### src/rtl/shift_sequencer.sv
// Multicycle shifter: latches operand, amount and op on start, then applies one
// 1-bit SLL/SRL/SRA/ROR step per cycle, reporting busy while shifting and a done pulse.
module shift_sequencer #(
    parameter int WIDTH = 32,
    parameter int SHW   = 5
) (
    input  logic             clk,
    input  logic             reset,
    input  logic             start,
    input  logic [1:0]       op,
    input  logic [WIDTH-1:0] data_in,
    input  logic [SHW-1:0]   shamt,
    output logic [WIDTH-1:0] data_out,
    output logic             busy,
    output logic             done
);

    typedef enum logic [1:0] {
        ST_IDLE  = 2'b00,
        ST_SHIFT = 2'b01,
        ST_DONE  = 2'b10
    } state_e;

    typedef enum logic [1:0] {
        OP_SLL = 2'b00,
        OP_SRL = 2'b01,
        OP_SRA = 2'b10,
        OP_ROR = 2'b11
    } op_e;

    state_e           state_q, state_d;
    op_e              op_q, op_d;
    logic [WIDTH-1:0] data_q, data_d;
    logic [SHW-1:0]   cnt_q, cnt_d;
    logic             busy_q, busy_d;
    logic             done_q, done_d;

    function automatic logic [WIDTH-1:0] shift_step(input op_e o, input logic [WIDTH-1:0] d);
        logic [WIDTH-1:0] r;
        case (o)
            OP_SLL:  r = {d[WIDTH-2:0], 1'b0};
            OP_SRL:  r = {1'b0, d[WIDTH-1:1]};
            OP_SRA:  r = {d[WIDTH-1], d[WIDTH-1:1]};
            default: r = {d[0], d[WIDTH-1:1]};
        endcase
        return r;
    endfunction

    always_comb begin
        // NOTE: every *_d gets a default up front so no path leaves it unassigned,
        // which would otherwise infer a latch.
        state_d = state_q;
        op_d    = op_q;
        data_d  = data_q;
        cnt_d   = cnt_q;

        case (state_q)
            ST_IDLE: begin
                if (start) begin
                    data_d  = data_in;
                    cnt_d   = shamt;
                    op_d    = op_e'(op);
                    state_d = (shamt == '0) ? ST_DONE : ST_SHIFT;
                end
            end
            ST_SHIFT: begin
                data_d = shift_step(op_q, data_q);
                // Count stops at zero; a count of one means this edge applies the last step.
                if (cnt_q != '0) begin
                    cnt_d = cnt_q - 1'b1;
                end
                if (cnt_q <= 1) begin
                    state_d = ST_DONE;
                end
            end
            ST_DONE: state_d = ST_IDLE;
            default: state_d = ST_IDLE;
        endcase

        // Outputs are registered from the next state so they align with the state flops.
        busy_d = (state_d == ST_SHIFT);
        done_d = (state_d == ST_DONE);
    end

    always_ff @(posedge clk) begin
        // NOTE: sequential state uses non-blocking assignments so all flops update
        // together from the values present before the edge.
        if (reset) begin
            state_q <= ST_IDLE;
            op_q    <= OP_SLL;
            data_q  <= '0;
            cnt_q   <= '0;
            busy_q  <= 1'b0;
            done_q  <= 1'b0;
        end else begin
            state_q <= state_d;
            op_q    <= op_d;
            data_q  <= data_d;
            cnt_q   <= cnt_d;
            busy_q  <= busy_d;
            done_q  <= done_d;
        end
    end

    assign data_out = data_q;
    assign busy     = busy_q;
    assign done     = done_q;

endmodule

### config.mk
export PLATFORM = sky130hd
export DESIGN_NAME = shift_sequencer
export DESIGN_NICKNAME = d
export VERILOG_FILES = /design/src/rtl/shift_sequencer.sv
export SDC_FILE = /design/constraint.sdc
export NUM_CORES = 1
export LEC_CHECK = 0
export CAP_MARGIN = 20
export CORE_MARGIN = 1
export CORE_UTILIZATION = 44
export CTS_CLUSTER_SIZE = 10
export DETAILED_ROUTE_END_ITERATION = 16
export GPL_TIMING_DRIVEN = 1
export HOLD_SLACK_MARGIN = 0.08
export MAX_ROUTING_LAYER = met4
export PLACE_DENSITY_LB_ADDON = 0.15
export SLEW_MARGIN = 20
export SYNTH_ARGS = -nofsm -noshare
export SYNTH_HDL_FRONTEND = slang
export SYNTH_SLANG_ARGS = --single-unit
### constraint.sdc
create_clock -name clk -period 1.97 [get_ports clk]
set_input_delay 0.2955 -clock clk [delete_from_list [all_inputs] [get_ports clk]]
set_output_delay 0.2955 -clock clk [all_outputs]
set_load 0.01 [all_outputs]
==> impl_metrics.env, run 1 <==
export IMPL_syn_num_nets=300
export IMPL_ant_nets=0
export IMPL_critPathArrivalTime_ps=1280
export IMPL_netlist_area_um2=2300
export IMPL_power_leakage_uw=0.00137
export IMPL_crit_cells=1
export IMPL_max_cap_viol_count=0
export IMPL_grt_pass1_vias=1817
export IMPL_nNetsFinal=370
export IMPL_ys_ff_latch=43
export IMPL_ys_warn_count=0
export IMPL_io_pins=76
export IMPL_yosysTopAreaCellShare_pct=37.4
export IMPL_fin_crit_sh_pct=79.8
export IMPL_async_flop_share_pct=0
export IMPL_track_usage_pct=21.0
export IMPL_drc=0
export IMPL_reg2reg_slack_ps=470
export IMPL_power_density_nw_per_um2=825
export IMPL_cp_endpoint="data_out[1]"
export IMPL_drt_pass1_iterations=4
export IMPL_rsz0062_at_grt="no"
export IMPL_timing_final_max_slew_violations=0
export IMPL_post_cts_buffers=0
export IMPL_critPathSlowestCell="clkdlybuf4s50_1"
export IMPL_ys_seq_area_share_pct=37.4
export IMPL_htreeDepth=2
export IMPL_grt_pass1_wl_mm=8.69
export IMPL_startpoint="data_out[1]$_SDFFE_PP0P_"
export IMPL_drt_iter0_drc=123
export IMPL_nFillCells=434
export IMPL_synth_edf_count=0
export IMPL_antenna_found_initial=0
export IMPL_worstSkewPairLatency_ps=290
export IMPL_crit_path_cell_trace="clkdlybuf4s50_1"
export IMPL_power_frac_comb_pct=32.9
export IMPL_initial_core_util_pct=47.2
export IMPL_clk_pin_slew_ps=80
export IMPL_path_buf_inv=1
export IMPL_grt_overflow_total=0
export IMPL_grt_max_degree=33
export IMPL_power_frac_clock_pct=25.8
export IMPL_viasPerCell=5.32
export IMPL_diodes=0
export IMPL_drive_gt1_share_pct=8.28
export IMPL_yosys_area_top_type="dfxtp_1"
export IMPL_final_hold_viol_count=0
export IMPL_numPortBuffers=75
export IMPL_numCtsBuffers=5
export IMPL_dieWidth_um=74.3
export IMPL_fp_coreArea_um2=4880
export IMPL_totalWireLength_mm=5.46
export IMPL_synthCells=255
export IMPL_synth_ff_type="dfxtp_1"
export IMPL_p_int_uw=1830
export IMPL_dieArea_um2=5520
export IMPL_switching_share_pct=31.0
export IMPL_clockBufferDepth=2
export IMPL_finalSetupTns_ps=0
export IMPL_hold_class="reg2reg"
export IMPL_critPathMaxStageDelay_ps=570
export IMPL_sequentialPowerShare_pct=41.4
export IMPL_switchingPower_uw=820
export IMPL_tightest_slew_ps=683
export IMPL_synth_avg_cell_area_um2=9.02
export IMPL_crit_fanout=4
export IMPL_fin_crit_ps=1570
export IMPL_die_h_um=74.3
export IMPL_syn_to_final_growth_pct=39.3
export IMPL_status="finished clean"
export IMPL_required_ps=1670
export IMPL_r2r_cells=5
export IMPL_num_vias=2090
export IMPL_synth_cell_types=35
export IMPL_final_util_pct=65.7
export IMPL_finClkSkew_ps=8.61
export IMPL_gp_congestion=0.847
export IMPL_worstSetupEndpointType="primary output"
export IMPL_dpl_hpwl_mm=3.90
export IMPL_cts_tree="built"
export IMPL_root_buffer="clkbuf_8"
export IMPL_crit_type="reg2out"
export IMPL_worstSetupStartpointType="register"
export IMPL_rows=25
export IMPL_peakVddDrop_mv=0.572
export IMPL_finalSetupViolations=0
export IMPL_cts_sinks=43
export IMPL_hold_buffers=0
export IMPL_relSlewSlack_pct=54.4
export IMPL_wl_per_cell_um=13.9
export IMPL_fmax_mhz=636
export IMPL_r2r_start="cnt_q[0]$_SDFFE_PP0P_"
export IMPL_synth_area_top_cells="dfxtp_1 37%, mux2i_1 14%, a22o_1 11%"
export IMPL_r2r_end="cnt_q[0]$_SDFFE_PP0P_"
export IMPL_cts_resized=0
export IMPL_path_delay_family="buffers and inverters"
[per-stage QoR]
step	area [um^2]	std cells	hold slack (ps)	setup WS, ps	total power (uW)
after floorplan	2300	255	368	679	1640
after global placement	3080	385	480	-288	1980
after detailed placement	3090	385	483	88.0	1990
after CTS	3210	393	494	384	2670
after global routing	3210	393	531	247	2810
final	3210	393	489	397	2650
[synth_stat cells (all sizes together), types with 3 or more instances]
master and count:
a22o 30, a21oi 7, buf 15, nor3 6
dfxtp 43, nand3 4, clkbuf 4, mux2i 32
ha 3, inv 3, o21ai 35, nor2 14
nand2 38
[cell usage in the layout, fill, tap and decap left out, types with 4 or more instances in the layout]
cell | synthesis | layout
nand3_1 | 4 | 4
o21ai_0 | 33 | 33
clkdlybuf4s50_1 | 0 | 75
nor3_1 | 5 | 5
mux2i_1 | 32 | 32
nand2_1 | 38 | 38
nor2_1 | 10 | 9
a21oi_1 | 7 | 7
clkbuf_8 | 0 | 5
dfxtp_1 | 43 | 43
nor2_4 | 1 | 4
a22o_1 | 30 | 30
buf_4 | 4 | 5
[flip-flops by register name, indices dropped and copies added, names as in the netlist]
signal    flops
done          1
cnt_q         5
data_out     32
state_q       2
op_q          2
busy          1
[power by group through the flow]
stage               Clock (uW)  Sequential (uW)  Combinational [uW]
finish                     682             1090                 869
global route               737             1110                 957
CTS                        696             1090                 876
detailed placement           0             1110                 874
global placement             0             1110                 864
floorplan                    0             1120                 514
[how the worst min path moves through the flow]
stage / start / to / slack [ps] / cells past startpoint
floorplan: reset / done$_SDFF_PP0_ / 370 / 1
global placement: cnt_q[1]$_SDFFE_PP0P_ / cnt_q[1]$_SDFFE_PP0P_ / 480 / 2
detailed placement: cnt_q[1]$_SDFFE_PP0P_ / cnt_q[1]$_SDFFE_PP0P_ / 480 / 2
CTS: cnt_q[1]$_SDFFE_PP0P_ / cnt_q[1]$_SDFFE_PP0P_ / 490 / 2
global route: cnt_q[1]$_SDFFE_PP0P_ / cnt_q[1]$_SDFFE_PP0P_ / 530 / 2
finish: cnt_q[1]$_SDFFE_PP0P_ / cnt_q[1]$_SDFFE_PP0P_ / 490 / 2
[final cells by class]
| type | count | area (um^2) | share of cell area [%] |
|---|---|---|---|
| Clock buffer | 5 | 68.8 | 2.15 |
| Clock inverter | 3 | 43.8 | 1.37 |
| Timing Repair Buffer | 82 | 828 | 25.8 |
| Tap cell | 67 | 83.8 | 2.62 |
| Multi-Input combinational cell | 190 | 1310 | 40.8 |
| Inverter | 3 | 11.3 | 0.351 |
| Sequential cell | 43 | 861 | 26.9 |
[cell families after synthesis]
logic type,share of synthesized area [%]
compound gates,26.1
fa+ha+maj,1.63
xor+xnor,0.381
mux,13.9
buf+inv,6.47
flops,37.4
simple gates,14.1
[per-layer routing]
metal,routed length [um],GRT usage (%),vias to the layer above
li1,-,-,1064
met1,2610,28.3,967
met2,2550,31.8,57
met3,277,3.93,2
met4,32,6.29,0
met5,0,-,-
Note: power is estimated with default switching activity, not from simulation.
==> inputs of run 2 (changes only) <==
Settings changed: CORE_UTILIZATION 44 to 41.
Clock period 1.97 ns to 1.3 ns, I/O delays scaled along.
==> impl_metrics.env, run 2 (same netlist as run 1, synthesis figures left out) <==
export IMPL_worstSetupStartpointType="register"
export IMPL_setup_slack_ps=-98.9
export IMPL_relSlewSlack_pct=70.7
export IMPL_drive_gt1_share_pct=27.9
export IMPL_numCtsBuffers=5
export IMPL_layout_commonest_cell="clkdlybuf4s50_1"
export IMPL_met1Wirelength_mm=3.08
export IMPL_root_buffer="clkbuf_8"
export IMPL_timing_final_max_slew_violations=0
export IMPL_ant_nets=0
export IMPL_rsz0062_at_grt="yes"
export IMPL_fin_crit_ps=1400
export IMPL_clk_pin_slew_ps=90
export IMPL_cts_tree="built"
export IMPL_finalSetupViolations=32
export IMPL_htreeDepth=2
export IMPL_diodes=0
export IMPL_hold_class="in2reg"
export IMPL_wl_per_cell_um=16.2
export IMPL_grt_overflow_total=0
export IMPL_cts_sinks=43
export IMPL_worstSkewPairLatency_ps=300
export IMPL_dpl_instance_area_um2=3260
export IMPL_power_uw=4610
export IMPL_syn_to_final_growth_pct=65.0
export IMPL_final_cell_area_um2=3800
export IMPL_critPathArrivalTime_ps=1610
export IMPL_dieWidth_um=76.9
export IMPL_wl_met3_um=401
export IMPL_die_h_um=76.9
export IMPL_dpl_worst_slack_ps=-429
export IMPL_met2_length_mm=3.48
export IMPL_rows=26
export IMPL_initial_core_util_pct=43.7
export IMPL_final_util_pct=72.0
export IMPL_num_vias=2374
export IMPL_failed_checks="setup timing"
export IMPL_grt_pass1_vias=2198
export IMPL_crit_fanout=4
export IMPL_fmax_mhz=715
export IMPL_maxUsedRoutingLayer="met4"
export IMPL_clockBufferDepth=2
export IMPL_required_ps=1510
export IMPL_worstSetupEndpointType="register"
export IMPL_gp_congestion=0.851
export IMPL_critPathMaxStageDelay_ps=340
export IMPL_finClkSkew_ps=8.66
export IMPL_nNetsFinal=409
export IMPL_largest_reg_flops=32
export IMPL_fin_crit_sh_pct=108
export IMPL_fp_coreArea_um2=5270
export IMPL_drt_pass1_iterations=4
export IMPL_viasPerCell=5.46
export IMPL_numPortBuffers=75
export IMPL_tightest_slew_ps=439
export IMPL_grt_max_degree=31
export IMPL_dieArea_um2=5920
export IMPL_io_pins=76
export IMPL_track_usage_pct=24.0
export IMPL_max_cap_viol_count=0
export IMPL_peakVddDrop_mv=0.763
export IMPL_crit_path_cell_trace="nor3_4 > o21ai_2 > or2_1 > a211oi_2"
export IMPL_power_density_nw_per_um2=1210
export IMPL_power_leakage_uw=0.00178
export IMPL_grt_pass1_wl_mm=11.0
export IMPL_final_hold_viol_count=0
export IMPL_antenna_found_initial=0
export IMPL_status="finished with violations"
export IMPL_dpl_hpwl_mm=4.16
export IMPL_crit_type="reg2reg"
export IMPL_critPathSlowestCell="dfxtp_2"
export IMPL_totalWireLength_mm=7.05
export IMPL_drt_iter0_drc=80
export IMPL_final_cell_mix="40 x clkdlybuf4s50_1, 35 x dlygate4sd2_1, 33 x nand2_1"
export IMPL_drc=0
-- run 2: cell count changes in the layout (fill, tap and decap cells not counted), moves of 5 or more --
cell,previous run,this run
clkdlybuf4s50_1,75,40
o21ai_0,33,5
buf_4,5,26
dlygate4sd2_1,0,35
o21ai_1,2,29
nand2_1,38,33
dfxtp_2,0,13
buf_12,2,8
dfxtp_1,43,30
buf_6,0,6
-- run 2: worst max-delay path: cells and delay by family (launching register included) --
family,cells,cell delay [ps]
and+or+nand+nor,2,620
AOI/OAI and AO/OA,2,340
DFF,1,340
-- run 2: cell type report --
| cell class | count | area [um^2] |
|---|---|---|
| repair buffers | 120 | 1260 |
| flip-flops and latches | 43 | 877 |
| clock inverters | 3 | 43.8 |
| inverters | 3 | 11.3 |
| clock buffers | 5 | 68.8 |
| multi-input cells | 191 | 1440 |
| fillers | 430 | 1470 |
| well taps | 70 | 87.6 |
-- run 2: per-stage QoR --
stage / std cells / hold WS (ps) / setup TNS (ps)
2_1_floorplan: 255 / 268 / 0
3_3_place_gp: 406 / 500 / -25970
3_5_place_dp: 406 / 511 / -15470
4_1_cts: 429 / 516 / -399
5_1_grt: 435 / 534 / -2990
6_report: 435 / 512 / -986
-- run 2: final timing paths --
kind | start | to | slack [ps] | cells past startpoint
max reg2reg | cnt_q[4]$_SDFFE_PP0P_ | state_q[1]$_SDFF_PP0_ | -100 | 4
max | cnt_q[4]$_SDFFE_PP0P_ | state_q[1]$_SDFF_PP0_ | -100 | 4
min reg2reg | data_out[9]$_SDFFE_PP0P_ | data_out[9]$_SDFFE_PP0P_ | 510 | 1
min | op[1] | op_q[1]$_SDFFE_PP0P_ | 510 | 3
-- run 2: metal layers --
layer  vias up  GRT usage, %
met1      1134          30.6
li1       1151             -
met2        81          38.4
met3         8          4.17
met4         0          7.31
met5         -             -
-- run 2: timing repair --
action / in CTS / in global routing
cloned: 5 / 1
pin swaps: 5 / 15
gates resized for setup: 74 / 42
setup buffers: 10 / 6
hold buffers: 0 / 0
endpoints found under the setup margin: 69 / 41
-- run 2: report_power, final --
| part | internal, uW | leakage (uW) | total [uW] | switching, uW |
|---|---|---|---|---|
| Combinational | 1040 | 0.00137 | 1890 | 853 |
| Sequential | 1490 | 0.000359 | 1650 | 161 |
| Clock | 573 | 0.0000581 | 1070 | 495 |
==> inputs of run 3 (changes only) <==
Settings changed: CORE_ASPECT_RATIO from default to 0.7.
==> impl_metrics.env, run 3 (same netlist as run 1, synthesis figures left out) <==
export IMPL_status="finished with violations"
export IMPL_failed_checks="setup timing"
export IMPL_worstSetupStartpointType="register"
export IMPL_maxUsedRoutingLayer="met4"
export IMPL_hold_buffers=0
export IMPL_io_pins=76
export IMPL_r2r_start="op_q[1]$_SDFFE_PP0P_"
export IMPL_crit_type="reg2reg"
export IMPL_final_cell_mix="41 x clkdlybuf4s50_1, 37 x nand2_1, 34 x dlygate4sd2_1"
export IMPL_grt_max_degree=31
export IMPL_cts_tree="built"
export IMPL_viasPerCell=5.29
export IMPL_holdWs_ps=511
export IMPL_grt_overflow_total=0
export IMPL_peakVddDrop_mv=0.511
export IMPL_relSlewSlack_pct=79.4
export IMPL_antenna_found_initial=0
export IMPL_track_usage_pct=21.9
export IMPL_worstSetupEndpointType="register"
export IMPL_dpl_hpwl_mm=4.33
export IMPL_die_h_um=64.7
export IMPL_drt_iter0_drc=125
export IMPL_min_to="data_out[25]$_SDFFE_PP0P_"
export IMPL_fin_crit_sh_pct=101
export IMPL_gp_congestion=0.828
export IMPL_grt_pass1_wl_mm=10.0
export IMPL_nNetsFinal=399
export IMPL_largest_reg_flops=32
export IMPL_ant_nets=0
export IMPL_finalSetupViolations=4
export IMPL_cts_sinks=43
export IMPL_drive_gt1_share_pct=22.5
export IMPL_finClkSkew_ps=6.65
export IMPL_totalWireLength_mm=6.30
export IMPL_drt_pass1_iterations=4
export IMPL_final_hold_viol_count=0
export IMPL_min_from="data_out[25]$_SDFFE_PP0P_"
export IMPL_dieWidth_um=91.5
export IMPL_hold_class="reg2reg"
export IMPL_r2r_cells=6
export IMPL_critPathArrivalTime_ps=1510
export IMPL_power_density_nw_per_um2=1220
export IMPL_setup_slack_ps=-15.3
export IMPL_finalSetupTns_ps=-33.4
export IMPL_fin_crit_ps=1320
export IMPL_rsz0062_at_grt="yes"
export IMPL_initial_core_util_pct=43.3
export IMPL_layout_commonest_cell="clkdlybuf4s50_1"
export IMPL_numPortBuffers=75
export IMPL_num_vias=2259
export IMPL_rows=22
export IMPL_power_leakage_uw=0.00171
export IMPL_max_cap_viol_count=0
export IMPL_dp_cells=414
export IMPL_met2_length_mm=2.66
export IMPL_worstSkewPairLatency_ps=300
export IMPL_fin_cells=427
export IMPL_tightest_slew_ps=309
export IMPL_met1Wirelength_mm=3.25
export IMPL_drc=0
export IMPL_nFillCells=449
export IMPL_root_buffer="clkbuf_8"
export IMPL_dieArea_um2=5920
export IMPL_wl_per_cell_um=14.8
export IMPL_fp_coreArea_um2=5310
export IMPL_diodes=0
export IMPL_fmax_mhz=760
export IMPL_timing_final_max_slew_violations=0
export IMPL_reg2reg_slack_ps=-20
export IMPL_numCtsBuffers=5
export IMPL_syn_to_final_growth_pct=56.4
export IMPL_required_ps=1490
export IMPL_clockBufferDepth=2
export IMPL_wl_met3_um=344
export IMPL_r2r_end="data_out[27]$_SDFFE_PP0P_"
export IMPL_grt_pass1_vias=2007
export IMPL_clk_pin_slew_ps=80
export IMPL_htreeDepth=2
export IMPL_whs_path_depth=1
export IMPL_crit_fanout=8
run 3: worst max path at each step:
stage	startpoint	end	slack, ps	cells past startpoint
4_1_cts	op_q[0]$_SDFFE_PP0P_	data_out[31]$_SDFFE_PP0P_	-30	5
5_1_grt	op_q[1]$_SDFFE_PP0P_	data_out[28]$_SDFFE_PP0P_	-60	6
3_5_place_dp	start	cnt_q[0]$_SDFFE_PP0P_	-300	5
2_1_floorplan	cnt_q[0]$_SDFFE_PP0P_	cnt_q[0]$_SDFFE_PP0P_	9	5
6_report	op_q[1]$_SDFFE_PP0P_	data_out[27]$_SDFFE_PP0P_	-20	6
3_3_place_gp	start	data_out[8]$_SDFFE_PP0P_	-260	6
run 3: critical path, stage by stage, from the launching register on:
cell and delay [ps]:
dfxtp_2 340, nor2_4 120, buf_12 140, clkbuf_16 160, mux2i_1 180, o21ai_0 90
a22o_1 180
run 3: through the flow:
| step | worst slack [ps] | util, % | cell area, um^2 | power, uW |
|---|---|---|---|---|
| 2_1_floorplan | 8.74 | - | 2300 | 2480 |
| 3_3_place_gp | -256 | 63.0 | 3340 | 3180 |
| 3_5_place_dp | -304 | 63.0 | 3340 | 3200 |
| 4_1_cts | -25.8 | 64.9 | 3450 | 4230 |
| 5_1_grt | -63.5 | 67.8 | 3600 | 4620 |
| 6_report | -15.3 | 67.8 | 3600 | 4380 |
run 3: cell type report:
| class | count | area, um^2 | share of cell area, % |
|---|---|---|---|
| timing repair buffer | 111 | 1150 | 31.9 |
| clock buffer | 6 | 82.6 | 2.29 |
| multi-input combinational | 190 | 1360 | 37.6 |
| clock inverter | 2 | 35.0 | 0.973 |
| inverter | 3 | 11.3 | 0.313 |
| tap | 72 | 90.1 | 2.50 |
| sequential | 43 | 878 | 24.4 |
run 3: report_power, final:
group / switching (uW) / total [uW] / internal, uW
logic: 744 / 1650 / 905
registers: 168 / 1660 / 1490
clock network: 459 / 1080 / 622
run 3: what timing repair did:
action,4_1_cts,5_1_grt
gates resized for setup,45,41
buffers inserted,1,1
endpoints found under the setup margin,46,41
gates cloned,0,3
pin swaps,1,8
run 3: layer usage:
layer,global-route usage [%],up-vias
li1,-,1126
met1,32.1,1059
met2,30.2,67
met3,4.34,7
met4,5.95,0
met5,-,-
